[config.mk]
export PLATFORM = sky130hd
export DESIGN_NAME = reset_sequencer
export DESIGN_NICKNAME = d
export VERILOG_FILES = /design/src/rtl/reset_sequencer.sv
export SDC_FILE = /design/constraint.sdc
export NUM_CORES = 1
export LEC_CHECK = 0
export ABC_AREA = 1
export CAP_MARGIN = 30
export CORE_AREA = 2 2 39 41
export CTS_CLUSTER_DIAMETER = 200
export CTS_CLUSTER_SIZE = 28
export DETAILED_ROUTE_END_ITERATION = 16
export DIE_AREA = 0 0 41 43
export GPL_ROUTABILITY_DRIVEN = 0
export PLACE_DENSITY = 0.71
export SLEW_MARGIN = 20
export SYNTH_ARGS = -nofsm -noshare
export SYNTH_HDL_FRONTEND = slang
export SYNTH_SLANG_ARGS = --single-unit
[constraint.sdc]
create_clock -name clk -period 2.9 [get_ports clk]
set_input_delay 0.29 -clock clk [delete_from_list [all_inputs] [get_ports clk]]
set_output_delay 0.29 -clock clk [all_outputs]
set_load 0.02 [all_outputs]
[src/rtl/reset_sequencer.sv]
// Staged active-low reset generator: all stages assert together and release
// in order (bit 0 first) after a trigger from master, external or software request.
module reset_sequencer #(
    parameter int unsigned N_STAGES      = 3,
    parameter int unsigned ASSERT_CYCLES = 16,
    parameter int unsigned STAGE_GAP     = 4,
    parameter int unsigned FILTER_LEN    = 3
) (
    input  logic                clk,
    input  logic                rst,
    input  logic                ext_rst_req,
    input  logic                sw_rst_req,
    output logic [N_STAGES-1:0] rst_n_out,
    output logic                rst_busy,
    output logic                sw_rst_ack
);

    localparam int unsigned CNT_MAX = (ASSERT_CYCLES > STAGE_GAP) ? ASSERT_CYCLES : STAGE_GAP;
    localparam int unsigned CNT_W   = $clog2(CNT_MAX + 1);
    localparam int unsigned FILT_W  = $clog2(FILTER_LEN + 1);
    localparam logic [N_STAGES-1:0] ALL_ONES = '1;

    typedef enum logic [1:0] {
        ST_ASSERT  = 2'd0,
        ST_RELEASE = 2'd1,
        ST_RUN     = 2'd2
    } state_t;

    state_t                state_q;
    logic [CNT_W-1:0]      cnt_q;
    logic [FILT_W-1:0]     filt_q;
    logic [FILT_W-1:0]     filt_d;
    logic [N_STAGES-1:0]   out_q;
    logic                  busy_q;
    logic                  ack_q;
    logic                  pend_q;
    logic                  ext_trig_c;
    logic                  trig_c;
    logic                  step_c;
    logic [N_STAGES-1:0]   next_bits_c;

    // Saturating run-length of high ext_rst_req samples.
    always_comb begin
        filt_d = '0;
        if (ext_rst_req) begin
            filt_d = (filt_q == FILT_W'(FILTER_LEN)) ? filt_q : filt_q + FILT_W'(1);
        end
    end

    assign ext_trig_c = ext_rst_req && (filt_d == FILT_W'(FILTER_LEN));
    assign trig_c     = ext_trig_c || sw_rst_req;

    // In ASSERT out_q is all zero, so the same shift yields bit 0 for the first release.
    assign step_c = ((state_q == ST_ASSERT)  && (cnt_q == CNT_W'(ASSERT_CYCLES - 1))) ||
                    ((state_q == ST_RELEASE) && (cnt_q == CNT_W'(STAGE_GAP - 1)));
    assign next_bits_c = N_STAGES'({out_q, 1'b1});

    always_ff @(posedge clk) begin
        if (rst) begin
            state_q <= ST_ASSERT;
            cnt_q   <= '0;
            filt_q  <= '0;
            out_q   <= '0;
            busy_q  <= 1'b1;
            ack_q   <= 1'b0;
            pend_q  <= 1'b0;
        end else begin
            filt_q <= filt_d;
            ack_q  <= 1'b0;
            if (sw_rst_req) begin
                pend_q <= 1'b1;
            end
            if (trig_c) begin
                state_q <= ST_ASSERT;
                cnt_q   <= '0;
                out_q   <= '0;
                busy_q  <= 1'b1;
            end else if (step_c) begin
                cnt_q <= '0;
                out_q <= next_bits_c;
                if (next_bits_c == ALL_ONES) begin
                    state_q <= ST_RUN;
                    busy_q  <= 1'b0;
                    ack_q   <= pend_q;
                    pend_q  <= 1'b0;
                end else begin
                    state_q <= ST_RELEASE;
                end
            end else if (state_q != ST_RUN) begin
                cnt_q <= cnt_q + CNT_W'(1);
            end
        end
    end

    assign rst_n_out  = out_q;
    assign rst_busy   = busy_q;
    assign sw_rst_ack = ack_q;

endmodule

# Yosys cells after proc, flatten, opt, wreduce, memory -nomap -nowiden
# Index checks and enable logic that the tools add are counted.
op_classes:
  addsub: 2
  eq_ne: 7
  muxes: 7
  bitwise: 2
  reduce_logical: 10
op_table:
  columns: ["op", "n"]
  rows:
  - ["$eq 2x2->1 const B", 3]
  - ["$mux 2", 3]
  - ["$add 5x1->5 const B", 1]
  - ["$eq 5x2->1 const B", 1]
  - ["$eq 5x4->1 const B", 1]
  - ["$mux 1", 4]
  - ["$reduce_or 4->1", 1]
  - ["$logic_and 1x1->1", 3]
  - ["$reduce_or 3->1", 1]
  - ["$add 2x1->2 const B", 1]
  - ["$eq 2x1->1 const B", 1]
  - ["$logic_not 2->1", 1]
  - ["$logic_or 1x1->1", 2]
  - ["$ne 2x2->1 const B", 1]
  - ["$not 1->1", 2]
  - ["$reduce_and 2->1", 1]
  - ["$reduce_or 2->1", 1]
word_totals:
  register_bits: 15
  in_bits: 4
  word_cells: 35

# Longest topological paths before layout
# Gate-level depths: netlist (run 1).
logic_depth:
  ltp_word: 7
  depth_mapped: 9

# Least setup slack after synthesis (run 1)
# Ideal clock, no wire load.
synth_path:
  path_type: "reg-to-reg"
  start: "register cnt_q[0]"
  end: "register busy_q, in the netlist rst_busy"
  setup_ns: 0.117
  t_arrival_ns: 1.240
  required_time_ns: 2.783
  setup_slack_ns: 1.542
  path_stages_with_launch: 10
  path_buffers: 0
  synth_period_minus_slack_ns: 1.358
  cell_sequence: "dfxtp_1 ha_1 inv_1 nor2_1 ha_1 nor2_1 nor2_1 nand3_1 nand2_1 nand2_1"
synth_between:
  elab_chain_cells: 4
  elab_cells_between_ends: 6
synth_rtl:
  columns: ["element", "line", "rtl"]
  rows:
  - ["start, declared", "30", "logic [CNT_W-1:0] cnt_q;"]
  - ["start signal, assigned", "90", "cnt_q <= cnt_q + CNT_W'(1);"]
  - ["$eq 5x4->1 or $eq 5x2->1 (tied branches)", "54, 55", null]
  - ["$logic_and 1x1->1 (on tied branches)", "54, 55", null]
  - ["$logic_or 1x1->1 (*)", "54", "assign step_c = ((state_q == ST_ASSERT) && (cnt_q == CNT_W'(ASSERT_CYCLES - 1))) ||"]
  - ["$reduce_and 2->1 (no source line) (*)", null, null]
  - ["end signal, assigned", "64", "busy_q <= 1'b1;"]
  - ["end signal, assigned", "77", "busy_q <= 1'b1;"]
  - ["end signal, assigned", "83", "busy_q <= 1'b0;"]
  - ["end, declared", "34", "logic busy_q;"]
# Every way passes the cells marked *; elsewhere a longest branch is shown, timed or not.
# A chain may end at the register's enable or synchronous reset.

# Worst setup path after layout (run 1)
layout_path:
  start: "register out_q[0], in the netlist rst_n_out[0]"
  end: "output port rst_n_out[0]"
layout_rtl:
  columns: ["element", "line", "rtl"]
  rows:
  - ["start, declared", "33", "logic [N_STAGES-1:0] out_q;"]
  - ["start signal, assigned", "80", "out_q <= next_bits_c;"]
  - ["end, declared", "13", "output logic [N_STAGES-1:0] rst_n_out,"]
# No word-level cell between the ends.

==> flow_metrics.py, run 1 <==
metrics = {
    "routing": {
        "drt-total-wl_um": 1070,
        "remaining_drc_errors": 0,
        "wl_per_cell_um": 9.15,
        "dr.pass1.iters": 4,
        "postRouteAntennaNets": 0,
        "drt_iter0_markers": 6,
        "via_count": 557,
        "via_per_inst": 4.76,
    },
    "min_path": {
        "hold_path.class": "reg -> reg",
    },
    "cells_and_area": {
        "antenna_cells": 0,
        "area_growth_pct": 19.8,
        "drive_gt1_share_pct": 6.93,
        "nets": 108,
        "fin_area_um2": 764,
        "layout_common_cells": "nand2_1 (20), nor2_1 (20), dfxtp_1 (15)",
    },
    "clock_tree": {
        "ctsHoldBuffers": 0,
        "clkSlewWorstSetupHoldPaths_ns": 0.08,
        "cts_buffer_depth": 2,
        "cts_buffers": 3,
        "htreeDepth": 1,
        "tritoncts": "done",
        "cts_resized": 0,
        "clock_sinks": 15,
        "cts-root-buf": "clkbuf_4",
        "insertion_delay_ns": 0.28,
        "cts_setup_buffers": 0,
    },
    "setup_path": {
        "worst-endpoint-arrival_ns": 1.29,
        "required_ns": 2.61,
        "path_buf_inv": 1,
        "critPathTopFamily": "buffers and inverters",
        "worst-path-max-fanout": 4,
        "setup.worst_path.start_class": "flip-flop",
        "worstSetupPathType": "reg -> out",
        "worst_setup_path_end_kind": "primary output",
        "max_stage_delay_ns": 0.62,
        "cpMaxStageDelayCell": "clkdlybuf4s50_1",
        "path_cells": "clkdlybuf4s50_1",
    },
    "floorplanning": {
        "die_width_um": 41,
        "rows": 14,
        "start_util_pct": 46.1,
        "die-area_um2": 1760,
        "core_area_um2": 1380,
        "fp.dieH_um": 43,
        "pin_count": 9,
    },
    "sta": {
        "slew_headroom_pct": 78.1,
        "worst_pin_slew_ns": 0.327,
        "rsz0062_at_grt": "false",
        "max_freq_mhz": 634,
        "fin_crit_sh_pct": 54.4,
        "fin_setup_tns_ns": 0,
        "period_needed_ns": 1.58,
        "slew_viol_final": 0,
        "final-hold-violation-count": 0,
        "skew_ns": 0.000370,
        "setup_viol": 0,
    },
    "logic_synthesis": {
        "synth-simple-area-share_pct": 32.0,
        "synthXorXnorAreaFrac_pct": 4.12,
        "synth_fa_ha_area_share_pct": 3.92,
        "ys_types": 16,
        "synth_top_area_share_pct": 47.1,
        "ys_warn_count": 0,
        "syn_inst": 89,
        "synth_nets": 95,
        "yosysSeqAreaShare_pct": 47.1,
        "netlist_area_um2": 638,
        "synth_area_per_cell_um2": 7.17,
        "synth_top_family_by_area": "simple AND/OR/NAND/NOR gates",
        "synth_mux_area_share_pct": 0,
        "ys_ff_latch": 15,
        "synth_compound_area_share_pct": 5.29,
        "yosys.area.top_type": "dfxtp_1",
        "synthTopCellsByArea": "dfxtp_1 (47%), nand2_1 (12%), nor2_1 (12%)",
    },
    "status": {
        "status": "finished clean",
    },
    "place": {
        "numPortBuffers": 8,
        "hpwlAfterDp_um": 850,
        "place_area_um2": 738,
    },
    "grt": {
        "grt_pass1_vias": 486,
        "grt_usage_pct": 16.8,
        "grt_start_max_net_pins": 9,
        "grt_antenna_before_repair": 0,
        "grt.overflow.total": 0,
        "grt_pass1_wl_um": 1910,
    },
    "power_and_ir_drop": {
        "p_leak_nw": 0.349,
        "powerDensity_nw_per_um2": 453,
        "ir_drop_mv": 0.339,
        "total_power_mw": 0.346,
    },
    "run": {
        "drv_cap": 0,
    },
}
## final cells by class
| cell class | instances | area, µm² |
|---|---|---|
| fillers | 137 | 619 |
| multi-input cells | 61 | 289 |
| well taps | 16 | 20.0 |
| clock buffers | 4 | 26.3 |
| repair buffers | 8 | 80.1 |
| flip-flops and latches | 15 | 300 |
| inverters | 13 | 48.8 |
## final timing paths
check | startpoint | cells after the start | end | slack (ns)
hold reg to reg | filt_q[0] | 1 | filt_q[0] | 0.43
setup reg to reg | cnt_q[0] | 9 | cnt_q[3] | 1.36
setup / recovery | rst_n_out[0] | 1 | rst_n_out[0] | 1.32
hold / removal | filt_q[0] | 1 | filt_q[0] | 0.43
## metrics by stage
step | setup WS, ns | hold slack [ns] | cells | utilization [%]
after floorplan | 1.54 | 0.405 | 89 | -
after global placement | 1.38 | 0.419 | 113 | 53.3
after detailed placement | 1.37 | 0.426 | 113 | 53.3
after CTS | 1.32 | 0.438 | 117 | 55.2
after global routing | 1.16 | 0.460 | 117 | 55.2
final | 1.32 | 0.435 | 117 | 55.2
## report_power, final
| group | leakage [nW] | total, mW | internal [mW] | switching, mW |
|---|---|---|---|---|
| clock | 0.0150 | 0.118 | 0.0535 | 0.0644 |
| sequential | 0.122 | 0.212 | 0.209 | 0.00254 |
| combinational | 0.212 | 0.0162 | 0.00801 | 0.00819 |
## Yosys cell counts
cell     instances
nand3_1          6
a21oi_1          4
o21ai_0          1
nand2_2          1
xnor2_1          2
nand4_1          1
a21oi_2          1
ha_1             2
nor2_1          20
inv_1           12
nor3_1           1
xor2_1           1
nand2_1         20
dfxtp_1         15
inv_2            1
or2_2            1
## sequential cells by signal, indices dropped and copies added (netlist names)
register,count
cnt_q,5
rst_n_out,3
filt_q,2
state_q,2
pend_q,1
rst_busy,1
sw_rst_ack,1
## metal layers
metal / up-vias / track usage, % / routed length [µm]
met5: - / 0 / 0
met2: 9 / 23.1 / 494
met1: 247 / 20.5 / 496
met3: 4 / 4.71 / 33
li1: 297 / - / -
met4: 0 / 14.0 / 44
## kinds of logic after synthesis
group,Yosys count
adder cells (fa/ha/maj),2
AO/OA/AOI/OAI,6
buffers and inverters,13
XOR/XNOR,3
flip-flops,15
AND/OR/NAND/NOR,50
(Power assumes the default switching activity.)
==> inputs of run 2 (changes only) <==
==> constraint.sdc (replaced) <==
create_clock -name clk -period 1.5 [get_ports clk]
set_input_delay 0.15 -clock clk [delete_from_list [all_inputs] [get_ports clk]]
set_output_delay 0.15 -clock clk [all_outputs]
set_load 0.02 [all_outputs]
==> run 2 against run 1 <==
Compared with the run above:
- global-route usage decreased by 0.10 points
- cell count increased by 0.85%
- via count increased by 0.36%
- first-iteration DRC count decreased by 17%
- routed wire length increased by 11%
- clock-buffer cell count unchanged
- register-to-register slack got worse by 1.3 ns
- critical path depth increased by 8
- hold slack improved by 0.0040 ns
- non-clock buffer count increased by 1
- sequential cell count unchanged
- core utilization increased by 3.4 points
- highest routed layer unchanged
==> flow_metrics.py, run 2 (synthesized netlist as in run 1, its figures left out) <==
metrics = {
    "status": {
        "status": "finished clean",
    },
    "sta": {
        "slew_headroom_pct": 81.5,
        "fin_setup_tns_ns": 0,
        "slew_viol_final": 0,
        "setup_viol": 0,
        "fin_crit_sh_pct": 95.1,
        "period_needed_ns": 1.43,
        "max_freq_mhz": 701,
        "final-hold-violation-count": 0,
        "worst_pin_slew_ns": 0.276,
        "skew_ns": 0.00705,
    },
    "floorplanning": {
        "rows": 14,
        "die_width_um": 41,
        "start_util_pct": 46.1,
        "core_area_um2": 1380,
        "pin_count": 9,
        "die-area_um2": 1760,
        "fp.dieH_um": 43,
    },
    "setup_path": {
        "rr_startpoint": "cnt_q[0]",
        "r2r_end": "cnt_q[3]",
        "r2r_cells": 9,
        "crit_start": "cnt_q[0]",
        "worst-endpoint-arrival_ns": 1.64,
        "worst-path-max-fanout": 5,
        "r2r_slack_ns": 0.07,
        "worstSetupPathType": "reg -> reg",
        "required_ns": 1.71,
        "worst_setup_path_end_kind": "flip-flop",
        "setup.worst_path.start_class": "flip-flop",
    },
    "routing": {
        "via_count": 559,
        "drt_iter0_markers": 5,
        "wl_met3_um": 30,
        "remaining_drc_errors": 0,
        "wl_per_cell_um": 10.1,
        "dr.pass1.iters": 4,
        "via_per_inst": 4.74,
        "met1Wirelength_um": 585,
        "postRouteAntennaNets": 0,
        "met2_length_um": 561,
        "top_layer_used": "met4",
        "drt-total-wl_um": 1190,
    },
    "run": {
        "drv_cap": 0,
    },
    "grt": {
        "grt.overflow.total": 0,
        "grt_pass1_wl_um": 2040,
        "grt_usage_pct": 16.7,
        "grt_start_max_net_pins": 9,
        "grt_pass1_vias": 497,
        "grt_antenna_before_repair": 0,
    },
    "clock_tree": {
        "clock_sinks": 15,
        "cts_buffers": 3,
        "cts_buffer_depth": 2,
        "ctsHoldBuffers": 0,
        "cts-root-buf": "clkbuf_4",
        "tritoncts": "done",
        "clkSlewWorstSetupHoldPaths_ns": 0.08,
        "htreeDepth": 1,
        "insertion_delay_ns": 0.28,
    },
    "cells_and_area": {
        "layout_common_cells": "nand2_1 (19), nor2_1 (17), dfxtp_1 (13)",
        "largest_reg_flops": 5,
        "fin_util_pct": 58.7,
        "final_common_cell": "nand2_1",
        "final_cells": 118,
        "nets": 109,
        "antenna_cells": 0,
        "drive_gt1_share_pct": 16.7,
        "fillers": 130,
        "area_growth_pct": 27.3,
        "fin_area_um2": 812,
        "regMostFlops": "cnt_q",
    },
    "power_and_ir_drop": {
        "powerDensity_nw_per_um2": 819,
        "p_leak_nw": 0.352,
        "ir_drop_mv": 0.407,
    },
    "min_path": {
        "whs_path_depth": 1,
        "holdPathEnd": "filt_q[0]",
        "hold_path.class": "reg -> reg",
        "hp-start": "filt_q[0]",
    },
    "place": {
        "place_inst": 113,
        "place_area_um2": 738,
        "hpwlAfterDp_um": 836,
        "numPortBuffers": 8,
    },
}
[run 2: final cells by class]
| class | count | area [µm²] | share of cell area, % |
|---|---|---|---|
| Multi-Input combinational cell | 61 | 324 | 39.9 |
| Tap cell | 16 | 20.0 | 2.47 |
| Timing Repair Buffer | 9 | 87.6 | 10.8 |
| Clock buffer | 4 | 26.3 | 3.24 |
| Sequential cell | 15 | 305 | 37.6 |
| Inverter | 13 | 48.8 | 6.01 |
[run 2: worst max path at each step]
stage | end | slack (ns) | depth (start not counted)
finish | cnt_q[3] | 0.07 | 9
global route | cnt_q[3] | -0.01 | 9
CTS | cnt_q[3] | 0.009 | 9
detailed placement | rst_busy | -0.002 | 9
global placement | rst_busy | 0.03 | 9
floorplan | rst_busy | 0.14 | 9
[run 2: layer usage]
| metal | GRT usage (%) | up-vias |
|---|---|---|
| met5 | 0 | - |
| met4 | 8.00 | 0 |
| met3 | 3.14 | 2 |
| met2 | 23.1 | 9 |
| met1 | 24.2 | 250 |
| li1 | - | 298 |
[run 2: critical path: stages, from the launching register on]
cell	delay, ns
dfxtp_4	0.37
ha_4	0.16
inv_1	0.08
nor2_2	0.04
ha_2	0.18
nor2_2	0.16
nor2_4	0.07
nand2_2	0.09
nand2_2	0.09
nor2_1	0.13
[run 2: report_power, final]
group          total [mW]  internal, mW  switching (mW)
Clock               0.219         0.103           0.116
Sequential          0.411         0.405         0.00637
Combinational      0.0351        0.0181          0.0170
[run 2: through the flow]
stage / hold slack [ns] / setup WS (ns) / total power, mW
global route: 0.465 / -0.0120 / 0.702
global placement: 0.414 / 0.0347 / 0.451
CTS: 0.450 / 0.00861 / 0.670
detailed placement: 0.438 / -0.00153 / 0.451
floorplan: 0.294 / 0.142 / 0.437
finish: 0.439 / 0.0734 / 0.665
[run 2: timing repair]
action,4_1_cts,5_1_grt
endpoints found under the setup margin,4,12
buffers inserted,0,1
resized for setup,2,10
pin swaps,0,5
==> inputs of run 3 (changes only) <==
--- a/config.mk
+++ b/config.mk
@@ -5,7 +5,7 @@
 export SDC_FILE = /design/constraint.sdc
 export NUM_CORES = 1
 export LEC_CHECK = 0
-export ABC_AREA = 1
+export ABC_AREA = 0
 export CAP_MARGIN = 30
 export CORE_AREA = 2 2 39 41
 export CTS_CLUSTER_DIAMETER = 200
@@ -13,7 +13,7 @@
 export DETAILED_ROUTE_END_ITERATION = 16
 export DIE_AREA = 0 0 41 43
 export GPL_ROUTABILITY_DRIVEN = 0
-export PLACE_DENSITY = 0.71
+export PLACE_DENSITY = 0.7
 export SLEW_MARGIN = 20
 export SYNTH_ARGS = -nofsm -noshare
 export SYNTH_HDL_FRONTEND = slang
==> constraint.sdc (replaced) <==
create_clock -name clk -period 1.5 [get_ports clk]
set_input_delay 0.15 -clock clk [delete_from_list [all_inputs] [get_ports clk]]
set_output_delay 0.15 -clock clk [all_outputs]
set_load 0.05 [all_outputs]
==> run 3 against run 2 <==
Compared with the run above:
- the run now ends with negative setup slack left
- cell area up 5.1%
- clock-buffer cell count unchanged
- cell count down 15%
- largest power group unchanged
- critical path depth is 4 lower
- routed wire length shrank 6.7%
==> flow_metrics.py, run 3 <==
metrics = {
    "status": {
        "status": "complete, but fails checks",
        "violations": "negative setup slack",
    },
    "logic_synthesis": {
        "ys_warn_count": 0,
        "yosys.area.top_type": "dfxtp_1",
        "synthTopCellsByArea": "dfxtp_1 (48%), a211oi_1 (6.0%), mux2i_1 (4.8%)",
        "yosys-top-cells-count": "dfxtp_1 (15), a211oi_1 (5), inv_1 (5)",
        "yosysMostFrequentCell": "dfxtp_1",
        "synth_top_family_by_area": "compound AO/OA/AOI/OAI gates",
        "ys_types": 22,
        "synth-async-reset-ratio_pct": 0,
        "ys_ff_latch": 15,
        "netlist_area_um2": 624,
        "synth_top_area_share_pct": 48.1,
        "synth_area_per_cell_um2": 9.76,
        "synth_compound_area_share_pct": 20.4,
        "synth-edff-count": 0,
        "synth-main-ff-cell": "dfxtp_1",
        "synth_fa_ha_area_share_pct": 4.01,
        "yosysSeqAreaShare_pct": 48.1,
        "synth_mux_area_share_pct": 4.81,
        "synthXorXnorAreaFrac_pct": 1.40,
        "synth_nets": 70,
        "syn_inst": 64,
        "synth-simple-area-share_pct": 18.2,
    },
    "sta": {
        "fin_crit_sh_pct": 107,
        "setup_viol": 9,
        "rsz0062_at_grt": "true",
        "worst_slack_ns": -0.109,
        "worst_pin_slew_ns": 0.344,
        "worst_hold_slack_ns": 0.432,
        "slew_headroom_pct": 77.0,
        "final-hold-violation-count": 0,
        "max_freq_mhz": 621,
        "skew_ns": 0.00311,
        "period_needed_ns": 1.61,
        "slew_viol_final": 0,
    },
    "power_and_ir_drop": {
        "ir_drop_mv": 0.648,
        "total_power_mw": 0.685,
        "powerDensity_nw_per_um2": 802,
        "p_leak_nw": 0.327,
    },
    "cells_and_area": {
        "fillers": 127,
        "regMostFlops": "cnt_q",
        "area_growth_pct": 36.7,
        "layout_common_cells": "dfxtp_1 (13), buf_4 (13), inv_1 (5)",
        "fin_area_um2": 853,
        "ff_latch_area_um2": 303,
        "antenna_cells": 0,
        "multi_input_area_um2": 358,
        "largest_reg_flops": 5,
        "drive_gt1_share_pct": 32.1,
        "nets": 91,
    },
    "grt": {
        "grt_start_max_net_pins": 9,
        "grt_pass1_vias": 482,
        "grt.overflow.total": 0,
        "grt_antenna_before_repair": 0,
        "grt_pass1_wl_um": 1840,
        "grt_usage_pct": 15.4,
    },
    "clock_tree": {
        "htreeDepth": 1,
        "cts_buffers": 3,
        "insertion_delay_ns": 0.28,
        "clock_sinks": 15,
        "clkSlewWorstSetupHoldPaths_ns": 0.09,
        "ctsHoldBuffers": 0,
        "cts-root-buf": "clkbuf_4",
        "cts_buffer_depth": 2,
        "tritoncts": "done",
    },
    "floorplanning": {
        "core_area_um2": 1380,
        "die-area_um2": 1760,
        "start_util_pct": 45.1,
        "fp.dieH_um": 43,
        "rows": 14,
        "die_width_um": 41,
        "pin_count": 9,
    },
    "setup_path": {
        "worst-endpoint-arrival_ns": 1.78,
        "worst_setup_path_end_kind": "flip-flop",
        "worstSetupPathType": "reg -> reg",
        "r2r_cells": 5,
        "worst-path-max-fanout": 8,
        "required_ns": 1.67,
        "setup.worst_path.start_class": "flip-flop",
        "r2r_slack_ns": -0.11,
        "rr_startpoint": "cnt_q[1]",
        "r2r_end": "cnt_q[0]",
    },
    "routing": {
        "postRouteAntennaNets": 0,
        "dr.pass1.iters": 2,
        "drt-total-wl_um": 1110,
        "wl_per_cell_um": 11.1,
        "drt_iter0_markers": 4,
        "remaining_drc_errors": 0,
        "via_count": 513,
        "via_per_inst": 5.13,
    },
    "run": {
        "drv_cap": 0,
    },
    "place": {
        "numPortBuffers": 8,
        "place_area_um2": 757,
        "hpwlAfterDp_um": 788,
    },
    "min_path": {
        "hp-start": "filt_q[0]",
        "holdPathEnd": "filt_q[0]",
        "hold_path.class": "reg -> reg",
        "whs_path_depth": 1,
    },
}
## run 3: cell types whose count changed after synthesis, sizes merged, moves of 3 or more
| cell | previous run | this run |
|---|---|---|
| nand3 | 6 | 1 |
| nand2 | 21 | 4 |
| a211oi | 0 | 6 |
| nand2b | 0 | 3 |
| nor2 | 20 | 4 |
| mux2i | 0 | 3 |
| inv | 13 | 5 |
## run 3: metal layers
metal | part of all wire [%] | global-route usage [%] | vias up
li1 | - | - | 266
met1 | 51 | 20.3 | 237
met2 | 44 | 21.6 | 6
met3 | 2.3 | 3.14 | 4
met4 | 2.1 | 10.0 | 0
met5 | 0 | 0 | -
## run 3: area by class of cell
cell class / instances / share of cell area, %
Multi-Input combinational cell: 44 / 41.9
Sequential cell: 15 / 35.5
Timing Repair Buffer: 16 / 15.0
Clock buffer: 4 / 3.08
Tap cell: 16 / 2.35
Inverter: 5 / 2.20
## run 3: how the worst max path moves through the flow
| stage | cells past startpoint | slack [ns] | to | startpoint |
|---|---|---|---|---|
| finish | 5 | -0.11 | cnt_q[0] | cnt_q[1] |
| global route | 5 | -0.14 | cnt_q[2] | cnt_q[1] |
| CTS | 4 | -0.11 | rst_n_out[1] | cnt_q[1] |
| detailed placement | 6 | -0.12 | cnt_q[4] | cnt_q[0] |
| global placement | 6 | -0.08 | cnt_q[4] | cnt_q[0] |
| floorplan | 6 | 0.001 | cnt_q[4] | cnt_q[0] |
## run 3: repair_timing
item                                    CTS  global route
hold endpoints to repair                  0             0
endpoints found under the setup margin   12            12
resized for setup                         4             5
setup buffers                             0             4
pin swaps                                 4             2
## run 3: kinds of logic (layout without fill, tap and decap cells)
kind of cell	after synthesis	after routing
buf+inv	5	25
simple gates	21	21
mux	3	3
flops	15	15
compound gates	17	17
xor+xnor	1	1
fa+ha+maj	2	2
## run 3: critical path: stages, from the launching register on
cell and delay [ns]:
dfxtp_2 0.36, ha_4 0.14, or4b_4 0.50, a21oi_4 0.29, buf_4 0.17, nor3_2 0.03
## run 3: power by group
| part | internal [mW] | switching [mW] | total, mW |
|---|---|---|---|
| Sequential | 0.406 | 0.00493 | 0.411 |
| Clock | 0.103 | 0.129 | 0.232 |
| Combinational | 0.0229 | 0.0189 | 0.0417 |
## run 3: per-stage QoR
| step | setup TNS [ns] | setup slack [ns] | util, % | cells |
|---|---|---|---|---|
| after CTS | -0.396 | -0.108 | 58.0 | 96 |
| final | -0.692 | -0.109 | 61.7 | 100 |
| after global routing | -1.24 | -0.144 | 61.7 | 100 |
| after detailed placement | -0.477 | -0.124 | 54.7 | 92 |
| after floorplan | 0 | 0.00148 | - | 64 |
| after global placement | -0.265 | -0.0764 | 54.7 | 92 |
